File: src/rtl/fetch_queue_pkg.sv
// Shared pipeline definitions: PC-source encodings, the NOP word and the
// default 32-bit layout of a fetched instruction pair.
package pipeline_pkg;

  typedef enum logic [1:0] {
    PCSRC_SEQ    = 2'b00,
    PCSRC_BRANCH = 2'b01,
    PCSRC_JUMP   = 2'b10,
    PCSRC_JR     = 2'b11
  } pcsrc_e;

  localparam logic [31:0] NOP_INSTR = 32'h0000_0000;

  typedef struct packed {
    logic [31:0] instr0;
    logic [31:0] instr1;
    logic [31:0] pair_pc;
  } fetch_pair_t;

endpackage

File: src/rtl/fetch_queue_if.sv
// Instruction-memory request/response bus between fetch (master) and imem (slave).
interface fetch_queue_if #(
  parameter int PC_WIDTH    = 32,
  parameter int INSTR_WIDTH = 32
);
  logic                     imem_req_valid;
  logic                     imem_req_ready;
  logic [PC_WIDTH-1:0]      imem_req_addr;
  logic                     imem_rsp_valid;
  logic [2*INSTR_WIDTH-1:0] imem_rsp_data;

  modport master (
    output imem_req_valid, imem_req_addr,
    input  imem_req_ready, imem_rsp_valid, imem_rsp_data
  );

  modport slave (
    input  imem_req_valid, imem_req_addr,
    output imem_req_ready, imem_rsp_valid, imem_rsp_data
  );
endinterface

File: src/rtl/fetch_queue_fifo.sv
// Show-ahead FIFO of fetched pairs; the head is readable combinationally,
// flush empties it and wins over a simultaneous push.
module fetch_fifo
  import pipeline_pkg::*;
#(
  parameter int  DEPTH = 4,
  parameter type T     = fetch_pair_t
) (
  input  logic                   clk,
  input  logic                   reset,
  input  logic                   push,
  input  T                       push_data,
  input  logic                   pop,
  input  logic                   flush,
  output T                       head,
  output logic                   full,
  output logic                   empty,
  output logic [$clog2(DEPTH):0] count
);
  localparam int AW = $clog2(DEPTH);
  typedef logic [AW:0] ptr_t;

  T     mem [DEPTH];
  ptr_t wr_ptr_q, wr_ptr_d, rd_ptr_q, rd_ptr_d;
  logic do_push, do_pop;

  // Pointers carry one extra bit so full and empty are distinguishable.
  assign empty   = (wr_ptr_q == rd_ptr_q);
  assign full    = (wr_ptr_q[AW] != rd_ptr_q[AW]) && (wr_ptr_q[AW-1:0] == rd_ptr_q[AW-1:0]);
  assign count   = wr_ptr_q - rd_ptr_q;
  assign head    = mem[rd_ptr_q[AW-1:0]];
  assign do_push = push & ~full & ~flush;
  assign do_pop  = pop & ~empty & ~flush;

  always_comb begin
    wr_ptr_d = wr_ptr_q;
    rd_ptr_d = rd_ptr_q;
    if (flush) begin
      wr_ptr_d = '0;
      rd_ptr_d = '0;
    end else begin
      if (do_push) wr_ptr_d = wr_ptr_q + ptr_t'(1);
      if (do_pop)  rd_ptr_d = rd_ptr_q + ptr_t'(1);
    end
  end

  always_ff @(posedge clk or negedge reset) begin
    if (!reset) begin
      wr_ptr_q <= '0;
      rd_ptr_q <= '0;
    end else begin
      wr_ptr_q <= wr_ptr_d;
      rd_ptr_q <= rd_ptr_d;
    end
  end

  always_ff @(posedge clk) begin
    if (do_push) mem[wr_ptr_q[AW-1:0]] <= push_data;
  end

endmodule

File: src/rtl/fetch_queue.sv
// Dual-issue fetch stage: PC and request credits, stale-response dropping after
// redirects, misaligned-target slot-0 squash, and the decode-facing head pair.
module fetch_queue
  import pipeline_pkg::*;
#(
  parameter int                 PC_WIDTH        = 32,
  parameter int                 INSTR_WIDTH     = 32,
  parameter int                 DEPTH           = 4,
  parameter int                 MAX_OUTSTANDING = 2,
  parameter logic [PC_WIDTH-1:0] RESET_PC       = 32'h0000_0000
) (
  input  logic                   clk,
  input  logic                   reset,
  fetch_queue_if.master          imem,
  input  logic                   stall_d,
  input  logic [1:0]             pcsrc_d_0,
  input  logic [1:0]             pcsrc_d_1,
  input  logic [PC_WIDTH-1:0]    pc_branch_d_0,
  input  logic [PC_WIDTH-1:0]    pc_branch_d_1,
  input  logic [PC_WIDTH-1:0]    pc_jump_d_0,
  input  logic [PC_WIDTH-1:0]    pc_jump_d_1,
  input  logic [PC_WIDTH-1:0]    pc_jr_d,
  output logic                   valid_d,
  output logic [INSTR_WIDTH-1:0] instr_d_0,
  output logic [INSTR_WIDTH-1:0] instr_d_1,
  output logic [PC_WIDTH-1:0]    pc_plus_8_d_0,
  output logic [PC_WIDTH-1:0]    pc_plus_8_d_1
);
  localparam int OW = $clog2(MAX_OUTSTANDING + 1);
  localparam int CW = $clog2(DEPTH) + 1;

  typedef struct packed {
    logic [INSTR_WIDTH-1:0] instr0;
    logic [INSTR_WIDTH-1:0] instr1;
    logic [PC_WIDTH-1:0]    pair_pc;
  } pair_t;

  logic [PC_WIDTH-1:0] fetch_pc_q, fetch_pc_d, rsp_pc_q, rsp_pc_d;
  logic [OW-1:0]       outstanding_q, outstanding_d, drop_cnt_q, drop_cnt_d;
  logic                half_skip_q, half_skip_d, started_q;
  logic                fire, rsp_accept, push, pop, redirect, fifo_empty, fifo_full;
  logic [CW-1:0]       occupancy;
  logic [PC_WIDTH-1:0] target, target_aligned;
  pair_t               push_pair, head_pair;

  // started_q keeps the request line low until the first edge after reset.
  assign imem.imem_req_valid = started_q
                             && ((int'(occupancy) + int'(outstanding_q)) < DEPTH)
                             && (int'(outstanding_q) < MAX_OUTSTANDING);
  assign imem.imem_req_addr  = fetch_pc_q;

  assign fire       = imem.imem_req_valid & imem.imem_req_ready;
  assign rsp_accept = imem.imem_rsp_valid && (outstanding_q != '0);
  assign pop        = valid_d & ~stall_d;
  assign redirect   = pop && ((pcsrc_d_0 != PCSRC_SEQ) || (pcsrc_d_1 != PCSRC_SEQ));
  assign push       = rsp_accept && (drop_cnt_q == '0) && !redirect && !fifo_full;

  always_comb begin
    target = fetch_pc_q;
    if (pcsrc_d_0 != PCSRC_SEQ) begin
      case (pcsrc_e'(pcsrc_d_0))
        PCSRC_BRANCH: target = pc_branch_d_0;
        PCSRC_JUMP:   target = pc_jump_d_0;
        PCSRC_JR:     target = pc_jr_d;
        default:      target = fetch_pc_q;
      endcase
    end else begin
      case (pcsrc_e'(pcsrc_d_1))
        PCSRC_BRANCH: target = pc_branch_d_1;
        PCSRC_JUMP:   target = pc_jump_d_1;
        PCSRC_JR:     target = pc_jr_d;
        default:      target = fetch_pc_q;
      endcase
    end
  end

  assign target_aligned = target & ~PC_WIDTH'(7);

  always_comb begin
    push_pair.instr0  = half_skip_q ? INSTR_WIDTH'(NOP_INSTR) : imem.imem_rsp_data[INSTR_WIDTH-1:0];
    push_pair.instr1  = imem.imem_rsp_data[2*INSTR_WIDTH-1:INSTR_WIDTH];
    push_pair.pair_pc = rsp_pc_q;
  end

  // Responses that survive dropping arrive in address order from the last
  // redirect target, so their pair address is tracked with one counter.
  always_comb begin
    outstanding_d = outstanding_q + OW'(fire) - OW'(rsp_accept);
    drop_cnt_d    = drop_cnt_q;
    fetch_pc_d    = fetch_pc_q;
    rsp_pc_d      = rsp_pc_q;
    half_skip_d   = half_skip_q;
    if (redirect) begin
      drop_cnt_d  = outstanding_d;
      fetch_pc_d  = target_aligned;
      rsp_pc_d    = target_aligned;
      half_skip_d = target[2];
    end else begin
      if (rsp_accept && (drop_cnt_q != '0)) drop_cnt_d = drop_cnt_q - OW'(1);
      if (fire) fetch_pc_d = fetch_pc_q + PC_WIDTH'(8);
      if (push) begin
        rsp_pc_d    = rsp_pc_q + PC_WIDTH'(8);
        half_skip_d = 1'b0;
      end
    end
  end

  always_ff @(posedge clk or negedge reset) begin
    if (!reset) begin
      fetch_pc_q    <= RESET_PC;
      rsp_pc_q      <= RESET_PC;
      outstanding_q <= '0;
      drop_cnt_q    <= '0;
      half_skip_q   <= 1'b0;
      started_q     <= 1'b0;
    end else begin
      fetch_pc_q    <= fetch_pc_d;
      rsp_pc_q      <= rsp_pc_d;
      outstanding_q <= outstanding_d;
      drop_cnt_q    <= drop_cnt_d;
      half_skip_q   <= half_skip_d;
      started_q     <= 1'b1;
    end
  end

  fetch_fifo #(
    .DEPTH (DEPTH),
    .T     (pair_t)
  ) u_fifo (
    .clk       (clk),
    .reset     (reset),
    .push      (push),
    .push_data (push_pair),
    .pop       (pop),
    .flush     (redirect),
    .head      (head_pair),
    .full      (fifo_full),
    .empty     (fifo_empty),
    .count     (occupancy)
  );

  assign valid_d       = ~fifo_empty;
  assign instr_d_0     = valid_d ? head_pair.instr0 : '0;
  assign instr_d_1     = valid_d ? head_pair.instr1 : '0;
  assign pc_plus_8_d_0 = valid_d ? head_pair.pair_pc + PC_WIDTH'(8)  : '0;
  assign pc_plus_8_d_1 = valid_d ? head_pair.pair_pc + PC_WIDTH'(12) : '0;

endmodule

File: src/flat_wrapper.sv
// flat-port wrapper written by rule: the top's interface ports become plain ports
module fetch_queue_flat import pipeline_pkg::*;
#(
  parameter int                 PC_WIDTH        = 32,
  parameter int                 INSTR_WIDTH     = 32,
  parameter int                 DEPTH           = 4,
  parameter int                 MAX_OUTSTANDING = 2,
  parameter logic [PC_WIDTH-1:0] RESET_PC       = 32'h0000_0000
)
  (clk, reset, stall_d, pcsrc_d_0, pcsrc_d_1, pc_branch_d_0, pc_branch_d_1, pc_jump_d_0, pc_jump_d_1, pc_jr_d, valid_d, instr_d_0, instr_d_1, pc_plus_8_d_0, pc_plus_8_d_1, imem_imem_req_valid, imem_imem_req_addr, imem_imem_req_ready, imem_imem_rsp_valid, imem_imem_rsp_data);
  fetch_queue_if #(.PC_WIDTH(PC_WIDTH), .INSTR_WIDTH(INSTR_WIDTH)) imem_i ();
  input  logic clk;
  input  logic reset;
  input  logic stall_d;
  input  logic [1:0] pcsrc_d_0;
  input  logic [1:0] pcsrc_d_1;
  input  logic [PC_WIDTH-1:0] pc_branch_d_0;
  input  logic [PC_WIDTH-1:0] pc_branch_d_1;
  input  logic [PC_WIDTH-1:0] pc_jump_d_0;
  input  logic [PC_WIDTH-1:0] pc_jump_d_1;
  input  logic [PC_WIDTH-1:0] pc_jr_d;
  output logic valid_d;
  output logic [INSTR_WIDTH-1:0] instr_d_0;
  output logic [INSTR_WIDTH-1:0] instr_d_1;
  output logic [PC_WIDTH-1:0] pc_plus_8_d_0;
  output logic [PC_WIDTH-1:0] pc_plus_8_d_1;
  output wire logic [$bits(imem_i.imem_req_valid)-1:0] imem_imem_req_valid;
  output wire logic [$bits(imem_i.imem_req_addr)-1:0] imem_imem_req_addr;
  input wire logic [$bits(imem_i.imem_req_ready)-1:0] imem_imem_req_ready;
  input wire logic [$bits(imem_i.imem_rsp_valid)-1:0] imem_imem_rsp_valid;
  input wire logic [$bits(imem_i.imem_rsp_data)-1:0] imem_imem_rsp_data;
  assign imem_imem_req_valid = imem_i.imem_req_valid;
  assign imem_imem_req_addr = imem_i.imem_req_addr;
  assign imem_i.imem_req_ready = imem_imem_req_ready;
  assign imem_i.imem_rsp_valid = imem_imem_rsp_valid;
  assign imem_i.imem_rsp_data = imem_imem_rsp_data;
  fetch_queue #(.PC_WIDTH(PC_WIDTH), .INSTR_WIDTH(INSTR_WIDTH), .DEPTH(DEPTH), .MAX_OUTSTANDING(MAX_OUTSTANDING), .RESET_PC(RESET_PC)) u_core (.clk(clk), .reset(reset), .imem(imem_i), .stall_d(stall_d), .pcsrc_d_0(pcsrc_d_0), .pcsrc_d_1(pcsrc_d_1), .pc_branch_d_0(pc_branch_d_0), .pc_branch_d_1(pc_branch_d_1), .pc_jump_d_0(pc_jump_d_0), .pc_jump_d_1(pc_jump_d_1), .pc_jr_d(pc_jr_d), .valid_d(valid_d), .instr_d_0(instr_d_0), .instr_d_1(instr_d_1), .pc_plus_8_d_0(pc_plus_8_d_0), .pc_plus_8_d_1(pc_plus_8_d_1));
endmodule
File: config.mk
export PLATFORM = sky130hd
export DESIGN_NAME = fetch_queue_flat
export DESIGN_NICKNAME = d
export VERILOG_FILES = /design/src/rtl/fetch_queue_pkg.sv /design/src/rtl/fetch_queue_if.sv /design/src/rtl/fetch_queue_fifo.sv /design/src/rtl/fetch_queue.sv /design/src/flat_wrapper.sv
export SDC_FILE = /design/constraint.sdc
export NUM_CORES = 1
export LEC_CHECK = 0
export CORE_ASPECT_RATIO = 1.25
export CORE_MARGIN = 1.5
export CORE_UTILIZATION = 30
export CTS_CLUSTER_DIAMETER = 60
export DETAILED_ROUTE_END_ITERATION = 10
export SETUP_SLACK_MARGIN = 0.1
export SLEW_MARGIN = 20
export SYNTH_ARGS = -nofsm -noshare
export SYNTH_HDL_FRONTEND = slang
export SYNTH_SLANG_ARGS = --single-unit
File: constraint.sdc
create_clock -name clk -period 9 [get_ports clk]
set_clock_uncertainty 0.05 [all_clocks]
set_input_delay 0.9 -clock clk [delete_from_list [all_inputs] [get_ports clk]]
set_output_delay 0.9 -clock clk [all_outputs]
set_load 0.005 [all_outputs]
# After elaboration in Yosys (flattened, before gate mapping)
# Memories as Yosys holds them, arrays and structs flattened.
# Index checks and enable logic that the tools add are counted.
# Widths: inputs -> output; s select.
# classes
n_mux	22
n_eq_ne	9
n_bitwise	10
add_sub_neg	11
order_cmp	2
reduce_logical	22
# op_table
op	n
$mux 32	10
$pmux 32 s3	2
$add 32x4->32 const B	4
$lt 32x4->1 const B	1
$reduce_bool 2->1	9
$mux 3	4
$logic_and 1x1->1	9
$eq 2x2->1 const B	4
$add 3x1->3 const B	2
$and 1x1->1	6
$add 3x2->4	1
$eq 2x1->1 const B	2
$mux 1	4
$mux 2	2
$not 1->1	4
$eq 3x3->1	1
$sub 3x3->3	1
$add 2x1->2	1
$eq 2x2->1	1
$logic_not 1->1	2
$logic_not 2->1	1
$lt 2x2->1 const B	1
$sub 2x1->2	1
$sub 2x1->2 const B	1
other kinds (2)	2
# word_totals
n_memories	1
register_bits	76
mem_bits_rw	384
in_bits	233
elab_cells	85
# memory_table
memory	words	width	read_ports	rd_clocked_by_memory_dff	write_ports	line_no	text
u_core.u_fifo.mem	4	96	1	0	1	fetch_queue_fifo.sv:23	T mem [DEPTH];

# Depth between registers and ports, before layout
# depth
ltp_word	11
depth_mapped	16

# By module
# A second synthesis with hierarchy kept.
# hier_totals
hier_cells	1537
area_unflattened_um2	21933.5
# modules_own_cells
module	n_inst	area_each_um2	cells_per_inst
fetch_fifo	1	14387.5	564
fetch_queue	1	7546.0	973

# Worst setup path after synthesis
# OpenSTA, ideal clock, no wires.
# synth_path
path_type	reg2reg
from	reg u_core.u_fifo.rd_ptr_q[1]
to	mem u_core.u_fifo.mem[0][10] in the netlist's numbering, enable pin
setup_time_ns	0.463
n_path_buf	6
arrival_ns	5.083
path_slack_ns	3.404
stages_incl_launch_ff	12
path_cell_list	dfrtp_1 -> buf_6 -> buf_2 -> buf_1 -> clkbuf_1 -> inv_1 -> ha_1 -> and2_1 -> a21oi_1 -> clkbuf_1 -> clkbuf_1 -> and3_1
# synth_between
elab_chain_cells	11
word_cells_on_any_way	16
# synth_rtl
item	line_no	text
start: declaration	fetch_queue_fifo.sv:24	ptr_t wr_ptr_q, wr_ptr_d, rd_ptr_q, rd_ptr_d;
start signal: assignment	fetch_queue_fifo.sv:53	rd_ptr_q <= rd_ptr_d;
$eq 3x3->1	fetch_queue_fifo.sv:28	assign empty = (wr_ptr_q == rd_ptr_q);
$not 1->1	fetch_queue.sv:142	assign valid_d = ~fifo_empty;
$and 1x1->1	fetch_queue.sv:54	assign pop = valid_d & ~stall_d;
$logic_and 1x1->1	fetch_queue.sv:55	assign redirect = pop && ((pcsrc_d_0 != PCSRC_SEQ) || (pcsrc_d_1 != PCSRC_SEQ));
$logic_not 1->1	fetch_queue.sv:56	assign push = rsp_accept && (drop_cnt_q == '0) && !redirect && !fifo_full;
$logic_and 1x1->1 (2 in series)	fetch_queue.sv:56	
$and 1x1->1	fetch_queue_fifo.sv:32	assign do_push = push & ~full & ~flush;
$and 1x1->1 (*)	fetch_queue_fifo.sv:32	
$mux 1 (*)	fetch_queue_fifo.sv:58	if (do_push) mem[wr_ptr_q[AW-1:0]] <= push_data;
$mux 1 (not written as such) (*)	fetch_queue_fifo.sv:58	
end: declaration	fetch_queue_fifo.sv:23	
# Mark *: on every way between the ends. The rest lies on a longest branch, timed or not.

# Worst setup path after layout
# layout_path
from	reg u_core.u_fifo.rd_ptr_q[0]
to	out pc_plus_8_d_1[27]
# layout_between
elab_chain_cells	3
word_cells_on_any_way	4
# layout_rtl
item	line_no	text
$mem_v2 4x96	n/a	
$add 32x4->32	fetch_queue.sv:146	assign pc_plus_8_d_1 = valid_d ? head_pair.pair_pc + PC_WIDTH'(12) : '0;
$mux 32 (*)	fetch_queue.sv:146	
end: declaration	flat_wrapper.sv:26	output logic [PC_WIDTH-1:0] pc_plus_8_d_1;
# Marks and branches as above.

==> metrics.txt <==
# TYPE chip_impl_metric gauge
chip_impl_info{name="run_status",value="complete, no violations"} 1
chip_impl_metric{name="post_synth.cell_area_avg",unit="sq um"} 15.6
chip_impl_metric{name="power_per_cell_area",unit="mW/mm^2"} 300
chip_impl_metric{name="cp_data_required_time",unit="ns"} 8.05
chip_impl_metric{name="synth_seq_area_share",unit=""} 0.629
chip_impl_metric{name="finalWirelength",unit="microns"} 55400
chip_impl_info{name="final_common_cell",value="sky130_fd_sc_hd__clkdlybuf4s50_1"} 1
chip_impl_metric{name="synth-seq-cells",unit=""} 442
chip_impl_metric{name="overflow",unit=""} 0
chip_impl_metric{name="ctsResizeCount",unit=""} 0
chip_impl_metric{name="finalSetupTns",unit="ns"} 0
chip_impl_metric{name="dp.cells",unit=""} 2506
chip_impl_metric{name="worst_pin_slew",unit="ns"} 1.06
chip_impl_metric{name="post_synth_instance_area",unit="sq mm"} 0.0205
chip_impl_metric{name="critical_path.max_fanout",unit=""} 38
chip_impl_metric{name="grt_first_pass_wirelength",unit="microns"} 82600
chip_impl_metric{name="detail_route.iter0.violations",unit=""} 817
chip_impl_metric{name="area_growth",unit="%"} 30.3
chip_impl_metric{name="numClockSinks",unit=""} 442
chip_impl_metric{name="core",unit="sq mm"} 0.0680
chip_impl_metric{name="fin_cells",unit=""} 2593
chip_impl_metric{name="leakagePower",unit="nW"} 8.72
chip_impl_info{name="cts_tree",value="yes"} 1
chip_impl_metric{name="grt_max_degree",unit=""} 89
chip_impl_metric{name="start_util",unit=""} 0.302
chip_impl_metric{name="drive_gt1_frac",unit=""} 0.144
chip_impl_metric{name="synth_enable_flop_cells",unit=""} 372
chip_impl_metric{name="ctsHtreeMaxLevel",unit=""} 2
chip_impl_metric{name="detailroute.via_count",unit=""} 13105
chip_impl_metric{name="placement.io_buffers",unit=""} 376
chip_impl_metric{name="final_net_count",unit=""} 1933
chip_impl_metric{name="worst_skew_pair.late_latency",unit="ns"} 0.59
chip_impl_metric{name="floorplan.die.height",unit="microns"} 296
chip_impl_metric{name="post_synth_inst_count",unit=""} 1316
chip_impl_metric{name="cts_buffers",unit=""} 47
chip_impl_metric{name="grt_pass1_vias",unit=""} 13658
chip_impl_metric{name="achievable-frequency",unit="MHz"} 161
chip_impl_metric{name="detailedPlacementHpwl",unit="microns"} 37500
chip_impl_metric{name="cts.clk_slew.worst_paths",unit="ns"} 0.06
chip_impl_metric{name="finalSetupViolCount",unit=""} 0
chip_impl_metric{name="detail_route.vias_per_cell",unit=""} 5.05
chip_impl_metric{name="drtAntennaViolNets",unit=""} 0
chip_impl_metric{name="core.rowCount",unit=""} 107
chip_impl_metric{name="grtUsageTotal",unit=""} 0.155
chip_impl_metric{name="timing.final.hold_violations",unit=""} 0
chip_impl_metric{name="post_cts.repair.setup_buffers",unit=""} 0
chip_impl_info{name="unrepaired_setup_endpoints_after_global_routing",value="false"} 1
chip_impl_metric{name="post-route-drc-count",unit=""} 0
chip_impl_metric{name="maxCapViolCount",unit=""} 0
chip_impl_info{name="yosys_most_used_dff",value="sky130_fd_sc_hd__edfxtp_1"} 1
chip_impl_metric{name="max-vdd-ir-drop",unit="uV"} 169
chip_impl_metric{name="detail_route.wl_per_cell",unit="microns"} 21.4
chip_impl_metric{name="hold_buffers",unit=""} 0
chip_impl_info{name="cts_root_buffer",value="sky130_fd_sc_hd__clkbuf_16"} 1
chip_impl_metric{name="unique_masters_post_synth",unit=""} 58
chip_impl_metric{name="layout_worst_path_cycle_share",unit=""} 0.691
chip_impl_info{name="layout.cells.most_common_list",value="373 x sky130_fd_sc_hd__clkdlybuf4s50_1, 372 x sky130_fd_sc_hd__edfxtp_1, 136 x sky130_fd_sc_hd__mux4_2"} 1
chip_impl_metric{name="synth-async-reset-ratio",unit=""} 0.158
chip_impl_info{name="critPathLaunchType",value="flop"} 1
chip_impl_info{name="type_of_the_most_critical_hold_path",value="in2async"} 1
chip_impl_metric{name="drt_pre_antenna_iters",unit=""} 5
chip_impl_metric{name="yosys_warnings",unit=""} 0
chip_impl_metric{name="boundaryPins",unit=""} 395
chip_impl_metric{name="die_area",unit="sq mm"} 0.0701
chip_impl_metric{name="chipWidth",unit="microns"} 237
chip_impl_metric{name="final_period_minus_worst_setup_slack",unit="ns"} 6.22
chip_impl_metric{name="critPathArrivalTime",unit="ns"} 5.27
chip_impl_metric{name="timing_max_transition_violations_final",unit=""} 0
chip_impl_metric{name="antenna_violations_before_repair",unit=""} 0
chip_impl_metric{name="cts.path.max_buffers",unit=""} 3
chip_impl_info{name="critical_path_capture_point_type",value="output port"} 1
chip_impl_metric{name="timing.max_slew.rel_slack",unit=""} 0.291
chip_impl_metric{name="gp_routability_congestion",unit=""} 0.853
chip_impl_info{name="criticalPathCategory",value="reg2out"} 1
## cell families (layout without fill, tap and decap cells)
kind of cell,Yosys count,after routing,share of synthesized area
adders and majority gates,17,17,0.0107
buffers and inverters,110,507,0.0242
muxes,160,160,0.162
other,2,10,0.000365
xor gates and xnor gates,61,61,0.0267
and+or+nand+nor,369,369,0.0996
DFF,442,442,0.629
AOI/OAI and AO/OA,155,155,0.0472
## layer usage
metal,up-vias,wire [microns],track usage,share of wire
met5,-,0,0,0
met4,0,1600,0.0517,0.029
met3,94,3280,0.0297,0.059
met2,461,27300,0.266,0.49
met1,6638,23200,0.198,0.42
li1,5912,-,-,-
## Yosys cell counts, types with 2 or more instances
master / number / area [sq um]
sky130_fd_sc_hd__mux2i_1: 22 / 220
sky130_fd_sc_hd__buf_6: 3 / 33.8
sky130_fd_sc_hd__nor2_1: 60 / 225
sky130_fd_sc_hd__or4b_1: 3 / 30.0
sky130_fd_sc_hd__or3_1: 7 / 43.8
sky130_fd_sc_hd__a21oi_1: 73 / 365
sky130_fd_sc_hd__and2_1: 71 / 444
sky130_fd_sc_hd__dfrtp_1: 70 / 1750
sky130_fd_sc_hd__a211oi_1: 2 / 15.0
sky130_fd_sc_hd__nor2b_1: 33 / 206
sky130_fd_sc_hd__xor2_1: 25 / 219
sky130_fd_sc_hd__o21ai_0: 16 / 80.1
sky130_fd_sc_hd__or4_1: 21 / 158
sky130_fd_sc_hd__nand2_1: 46 / 173
sky130_fd_sc_hd__or2_2: 3 / 18.8
sky130_fd_sc_hd__buf_4: 10 / 75.1
sky130_fd_sc_hd__edfxtp_1: 372 / 11200
sky130_fd_sc_hd__nand2b_1: 2 / 12.5
sky130_fd_sc_hd__nor4_1: 4 / 25.0
sky130_fd_sc_hd__o311ai_1: 3 / 26.3
sky130_fd_sc_hd__mux4_1: 2 / 52.6
sky130_fd_sc_hd__o31ai_1: 20 / 150
sky130_fd_sc_hd__nand3_1: 39 / 195
sky130_fd_sc_hd__mux4_2: 136 / 3060
sky130_fd_sc_hd__o2111ai_1: 2 / 17.5
sky130_fd_sc_hd__a31oi_1: 12 / 75.1
sky130_fd_sc_hd__xnor2_1: 35 / 307
sky130_fd_sc_hd__buf_1: 8 / 30.0
sky130_fd_sc_hd__nor3b_1: 4 / 30.0
sky130_fd_sc_hd__o211a_1: 2 / 20.0
sky130_fd_sc_hd__and4_1: 9 / 78.8
sky130_fd_sc_hd__a2bb2oi_1: 14 / 123
sky130_fd_sc_hd__o311ai_0: 2 / 17.5
sky130_fd_sc_hd__nand4_1: 24 / 150
sky130_fd_sc_hd__conb_1: 2 / 7.51
sky130_fd_sc_hd__o211ai_1: 2 / 15.0
sky130_fd_sc_hd__nor3_1: 17 / 85.1
sky130_fd_sc_hd__ha_1: 16 / 200
sky130_fd_sc_hd__and3_1: 21 / 131
sky130_fd_sc_hd__clkbuf_1: 54 / 203
sky130_fd_sc_hd__inv_1: 24 / 90.1
sky130_fd_sc_hd__buf_2: 9 / 45.0
## where the power goes
group,internal [mW],switching [mW]
logic,1.60,1.51
registers,2.63,0.323
clock network,1.13,0.829
total,5.36,2.66
## flip-flops by register name, summed over array words and instances (netlist names)
register	cells
u_core.drop_cnt_q	2
u_core.half_skip_q	1
u_core.imem.imem_req_addr	29
u_core.outstanding_q	2
u_core.rsp_pc_q	29
u_core.started_q	1
u_core.u_fifo.mem	372
u_core.u_fifo.rd_ptr_q	3
u_core.u_fifo.wr_ptr_q	3
## worst paths after layout
kind                                                  startpoint                                         to  slack (ns)  cells after the start
setup reg to reg           u_core.u_fifo.rd_ptr_q[1]$_DFFE_PN0P_          u_core.u_fifo.mem[2][5]$_DFFE_PP_        4.04                      9
hold / removal                                             reset  u_core.imem.imem_req_addr[14]$_DFFE_PN0P_        0.48                      2
hold reg to reg                  u_core.rsp_pc_q[31]$_DFFE_PN0P_         u_core.u_fifo.mem[3][31]$_DFFE_PP_        0.53                      0
max in group asynchronous                                  reset      u_core.u_fifo.rd_ptr_q[0]$_DFFE_PN0P_        7.65                      2
setup / recovery           u_core.u_fifo.rd_ptr_q[0]$_DFFE_PN0P_                          pc_plus_8_d_1[27]        2.78                     10
min in group clk                 u_core.rsp_pc_q[31]$_DFFE_PN0P_         u_core.u_fifo.mem[3][31]$_DFFE_PP_        0.53                      0
## per-stage QoR
step | total power, mW | utilization | worst slack (ns) | cell area, sq um | hold slack, ns
2_1_floorplan | 4.44 | - | 3.40 | 20600 | 0.440
5_1_grt | 8.48 | 0.394 | 2.37 | 26800 | 0.535
3_3_place_gp | 6.09 | 0.371 | 3.29 | 25200 | 0.485
3_5_place_dp | 6.15 | 0.371 | 3.29 | 25200 | 0.510
6_report | 8.02 | 0.394 | 2.78 | 26800 | 0.478
4_1_cts | 8.15 | 0.394 | 2.64 | 26800 | 0.503
## final cells by class
class | instances | area [sq um]
clock inverters | 33 | 353
multi-input cells | 771 | 7190
fillers | 6356 | 41200
repair buffers | 397 | 3910
well taps | 872 | 1090
flip-flops and latches | 442 | 12900
clock buffers | 53 | 1220
inverters | 24 | 90.1
diodes | 1 | 2.50
## worst max-delay path: stages (launching register included)
cell and delay, ns:
sky130_fd_sc_hd__dfrtp_4 0.81, sky130_fd_sc_hd__buf_4 0.73, sky130_fd_sc_hd__mux4_2 0.42, sky130_fd_sc_hd__ha_1 0.22
sky130_fd_sc_hd__nand2_1 0.07, sky130_fd_sc_hd__o22ai_1 0.19, sky130_fd_sc_hd__buf_4 0.21, sky130_fd_sc_hd__nand3_1 0.38
sky130_fd_sc_hd__or4_1 0.66, sky130_fd_sc_hd__a21oi_1 0.37, sky130_fd_sc_hd__clkdlybuf4s50_1 0.58
Note: power is estimated with default switching activity, not from simulation.
